<file path="src/rtl/dfp_arbiter.sv">
// dfp_arbiter: shares one 256-bit memory port between icache and dcache, one whole transaction at a time
// Ports:
//   clk, rst                   clock, synchronous active-high reset
//   i_dfp_addr/read/write/wdata icache request in; i_dfp_rdata/resp out
//   d_dfp_addr/read/write/wdata dcache request in; d_dfp_rdata/resp out
//   dfp_addr/read/write/wdata   memory request out; dfp_rdata/resp in
// Option: define DFP_ARB_ROUND_ROBIN_EN so simultaneous requests alternate,
//   starting with dcache; otherwise dcache always wins a tie.
module dfp_arbiter #(
  parameter int ADDR_WIDTH = 32,
  parameter int LINE_WIDTH = 256
) (
  input  logic                  clk,
  input  logic                  rst,
  input  logic [ADDR_WIDTH-1:0] i_dfp_addr,
  input  logic                  i_dfp_read,
  input  logic                  i_dfp_write,
  input  logic [LINE_WIDTH-1:0] i_dfp_wdata,
  output logic [LINE_WIDTH-1:0] i_dfp_rdata,
  output logic                  i_dfp_resp,
  input  logic [ADDR_WIDTH-1:0] d_dfp_addr,
  input  logic                  d_dfp_read,
  input  logic                  d_dfp_write,
  input  logic [LINE_WIDTH-1:0] d_dfp_wdata,
  output logic [LINE_WIDTH-1:0] d_dfp_rdata,
  output logic                  d_dfp_resp,
  output logic [ADDR_WIDTH-1:0] dfp_addr,
  output logic                  dfp_read,
  output logic                  dfp_write,
  output logic [LINE_WIDTH-1:0] dfp_wdata,
  input  logic [LINE_WIDTH-1:0] dfp_rdata,
  input  logic                  dfp_resp
);
  typedef enum logic [1:0] {IDLE, GRANT_I, GRANT_D} state_t;
  state_t state_q, state_d;
  logic req_i, req_d, tie_d, gnt_i, gnt_d;
  assign req_i = i_dfp_read | i_dfp_write;
  assign req_d = d_dfp_read | d_dfp_write;
  assign gnt_i = state_q == GRANT_I;
  assign gnt_d = state_q == GRANT_D;
`ifdef DFP_ARB_ROUND_ROBIN_EN
  // last_d_q is 1 when dcache owned the most recently completed grant; reset means icache
  logic last_d_q, last_d_d;
  assign tie_d = ~last_d_q;
  assign last_d_d = (dfp_resp & (gnt_i | gnt_d)) ? gnt_d : last_d_q;
  always_ff @(posedge clk) begin
    if (rst) last_d_q <= 1'b0;
    else     last_d_q <= last_d_d;
  end
`else
  assign tie_d = 1'b1;
`endif
  // A grant lasts until dfp_resp; any other encoding falls back to arbitration
  always_comb begin
    state_d = (gnt_i | gnt_d) ? (dfp_resp ? IDLE : state_q)
            : (req_d & (tie_d | ~req_i)) ? GRANT_D
            : req_i ? GRANT_I : IDLE;
  end
  always_ff @(posedge clk) begin
    if (rst) state_q <= IDLE;
    else     state_q <= state_d;
  end
  // Downstream mirrors the owner; a read+write request is issued as a write
  assign dfp_addr    = gnt_i ? i_dfp_addr  : gnt_d ? d_dfp_addr  : '0;
  assign dfp_wdata   = gnt_i ? i_dfp_wdata : gnt_d ? d_dfp_wdata : '0;
  assign dfp_write   = gnt_i ? i_dfp_write : gnt_d & d_dfp_write;
  assign dfp_read    = gnt_i ? (i_dfp_read & ~i_dfp_write) : (gnt_d & d_dfp_read & ~d_dfp_write);
  assign i_dfp_resp  = gnt_i & dfp_resp;
  assign d_dfp_resp  = gnt_d & dfp_resp;
  assign i_dfp_rdata = gnt_i ? dfp_rdata : '0;
  assign d_dfp_rdata = gnt_d ? dfp_rdata : '0;
endmodule

</file>
<file path="config.mk">
export PLATFORM = sky130hd
export DESIGN_NAME = dfp_arbiter
export DESIGN_NICKNAME = d
export VERILOG_FILES = /design/src/rtl/dfp_arbiter.sv
export SDC_FILE = /design/constraint.sdc
export NUM_CORES = 1
export LEC_CHECK = 0
export CAP_MARGIN = 5
export CORE_AREA = 5 5 630 632
export DETAILED_ROUTE_END_ITERATION = 10
export DIE_AREA = 0 0 635 637
export GPL_ROUTABILITY_DRIVEN = 1
export HOLD_SLACK_MARGIN = 0.08
export PLACE_DENSITY = 0.3
export SYNTH_ARGS = -nofsm -noshare
export SYNTH_HDL_FRONTEND = slang
export SYNTH_SLANG_ARGS = --single-unit
</file>
<file path="constraint.sdc">
create_clock -name clk -period 1.8 [get_ports clk]
set_input_delay 0.18 -clock clk [delete_from_list [all_inputs] [get_ports clk]]
set_output_delay 0.18 -clock clk [all_outputs]
set_load 0.02 [all_outputs]
</file>
==> metrics.md <==
| Metric | Value |
|---|---|
| Placed cells | 7820 |
| Register area share after synthesis | 0.00608 |
| Number of port buffers | 1642 |
| Max-Cap Viols | 0 |
| Endpoints failing setup | 707 |
| CP Capture Type | output pin |
| GR Util met2 | 0.299 |
| Final Hold Fails | 0 |
| Fmax | 448 MHz |
| Via-per-instance ratio | 2.21 |
| Routed WL per cell | 46.0 um |
| Largest Register | state_q |
| Synthesized flop and latch total | 2 |
| Leading post-synthesis cells by cell area | and2_1, a22o_1, clkbuf_1 |
| HPWL Detailed | 351000 um |
| Leakage | 13.6 nW |
| CORE AREA | 391000 um2 |
| Starting density of the core | 0.0169 |
| Crit Path Max Fanout | 20 |
| Period minus WS final | 2.23 ns |
| Row Count | 230 |
| Reg-to-reg setup timing slack | 0.34 ns |
| Warning count from the yosys run | 0 |
| CTS clk-pin slew, worst paths | 0.03 ns |
| Crit path kind | reg2out |
| Setup Skew | 0.00114 ns |
| Area Growth Syn to Fin | 456% |
| Worst endpoint required time | 1.62 ns |
| Synth Instances | 944 |
| DR iter-0 viols | 980 |
| Filler cells | 45.5k |
| H-tree lvl count | 1 |
| Die extent in y | 637 um |
| Tightest Pin Transition | 0.556 ns |
| Status | complete, but fails checks |
| CTS tree | built |
| Final Non-Filler Cells | 7993 |
| Yosys top cell by area | and2_1 |
| First-pass GRT wire length | 406000 um |
| Cell Chain, Critical Path | buf_6, ha_4, buf_4, buf_12, buf_12, buf_6, nand2_1, o22ai_1, buf_4, buf_12 |
| Critical Path AT | 2.05 ns |
| Tightest Hold Check Type | in2reg |
| Max reg flops | 2 |
| CP delay by family, top | buffers and inverters |
| P per Cell Area | 361 nW/um2 |
| CP peak stage delay | 0.34 ns |
| Routed WL | 367000 um |
| DRT Pass-1 Iters | 5 |
| Post-Place Worst Slack | -0.565 ns |
| Initial antenna violation count | 448 |
| Largest net degree at the start of global routing | 100 |
| RSZ-0062 raised after global routing | true |
| IO Pins | 1643 |
| Share of layout cells above drive strength 1 | 0.372 |
| Crit share post-route | 1.24 |
| Met3 Usage GRT | 0.138 |
| Root Driver | clkbuf_16 |
| Fin. max-slew vios | 0 |
| Post-route ant nets | 0 |
| Rel. slew slack | 0.628 |
| Die Wd | 635 um |
| Crit-path most repeated cell | buf_12 |
| Clock Sinks | 2 |
| Top flop regs | state_q x2 |
| Overall Global Routing Usage | 0.173 |
| Nets@finish | 3496 |
| Grt total ovfl | 0 |
| Max VDD drop | 0.191 mV |
| CP startpoint kind | register |
| Top cell type's share of synthesized area | 0.488 |
| DRC viols | 0 |
| Via count | 17.7k |
| GRT busiest layer | met2 |
| Skew-Pair Late Insertion Delay | 0.22 ns |
| Synth cell types | 19 |
| Die area | 404000 um2 |
| Number of global-route vias before repair | 17.0k |
| Failing checks | negative setup slack |
| RD Place Congestion | 0.936 |
| CP max stage cell | dfxtp_2 |
| Buffers and inverters on the worst path | 7 |
| Final worst slack | -0.430 ns |
| Met1 Use GR | 0.156 |
| CTS Buf Count | 3 |
| Syn Area/Cell | 6.98 um2 |
| Synth Cell Area | 6590 um2 |
| Synth Net Count | 1785 |
| CTS Buffer Depth | 2 |
[final cells by class]
cell class	count	area [um2]	share of cell area
Antenna cell	120	300	0.00820
Clock buffer	3	75.1	0.00205
Sequential cell	2	42.5	0.00116
Inverter	2	7.51	0.000205
Timing Repair Buffer	1828	23200	0.634
Tap cell	5220	6530	0.178
Multi-Input combinational cell	818	6450	0.176
[cells in the mapped netlist, drive strengths merged]
| master | instances |
|---|---|
| and2 | 514 |
| clkbuf | 79 |
| dfxtp | 2 |
| ha | 2 |
| buf | 43 |
| o21ai | 3 |
| or4b | 2 |
| nand2 | 3 |
| a22o | 288 |
| nand3b | 1 |
| nor2b | 1 |
| or3b | 1 |
| o22ai | 1 |
| nor2 | 1 |
| inv | 2 |
| a21oi | 1 |
[worst reg2reg max path: stages, from the launching register on]
cell	delay [ns]
dfxtp_2	0.34
inv_1	0.07
ha_4	0.25
or4b_2	0.65
o21ai_0	0.08
[cells by family (layout without fill, tap and decap cells)]
kind of cell / after synthesis / count (layout) / synth area share
AOI/OAI and AO/OA: 293 / 293 / 0.387
adders and majority gates: 2 / 2 / 0.00380
buffers and inverters: 124 / 1833 / 0.105
and+or+nand+nor: 523 / 523 / 0.498
DFF: 2 / 2 / 0.00608
other: 0 / 120 / 0
[cells in the final DEF, fill, tap and decap left out, types with 23 or more instances in the layout]
master,netlist,routed
a22o_1,288,216
a22o_4,0,62
and2_1,514,508
buf_12,0,516
buf_4,4,213
buf_6,26,67
clkbuf_2,0,52
clkdlybuf4s15_2,0,23
clkdlybuf4s50_1,0,879
diode_2,0,120
dlygate4sd2_1,0,27
[layer usage]
metal / vias to the layer above / wire length [um]
met5: - / 2170
met4: 338 / 13600
met3: 762 / 62900
met2: 1562 / 175000
met1: 8094 / 113000
li1: 6923 / -
[per-stage QoR]
stage	hold WS [ns]	area, um2	utilization	total power (W)	TNS [ns]
after floorplan	0.249	6590	-	0.00306	0
after global placement	0.623	34800	0.0891	0.0127	-160.82
after detailed placement	0.609	34800	0.0891	0.0127	-148.74
after CTS	0.570	35900	0.0918	0.0136	-235.72
after global routing	0.593	36500	0.0933	0.0138	-229.05
final	0.577	36600	0.0937	0.0132	-168.30
[final timing paths]
path	startpoint	endpoint	depth (start not counted)
setup / recovery	state_q[0]	dfp_read	10
hold / removal	rst	state_q[1]	2
setup reg to reg	state_q[0]	state_q[0]	4
hold reg to reg	state_q[1]	state_q[1]	2
[report_power, final]
part | internal, W | total, W | switching [W]
logic | 0.00626 | 0.0128 | 0.00658
registers | 0.0000492 | 0.0000529 | 0.00000370
clock network | 0.000283 | 0.000333 | 0.0000509
[timing repair]
item | in CTS | in global routing
gates cloned | 9 | 6
endpoints found under the setup margin | 802 | 784
setup buffers | 27 | 9
gates resized for setup | 571 | 235
hold endpoints to repair | 0 | 0
pin swaps | 6 | 1
hold buffers | 0 | 0
Power figures use the tool's default switching activity.
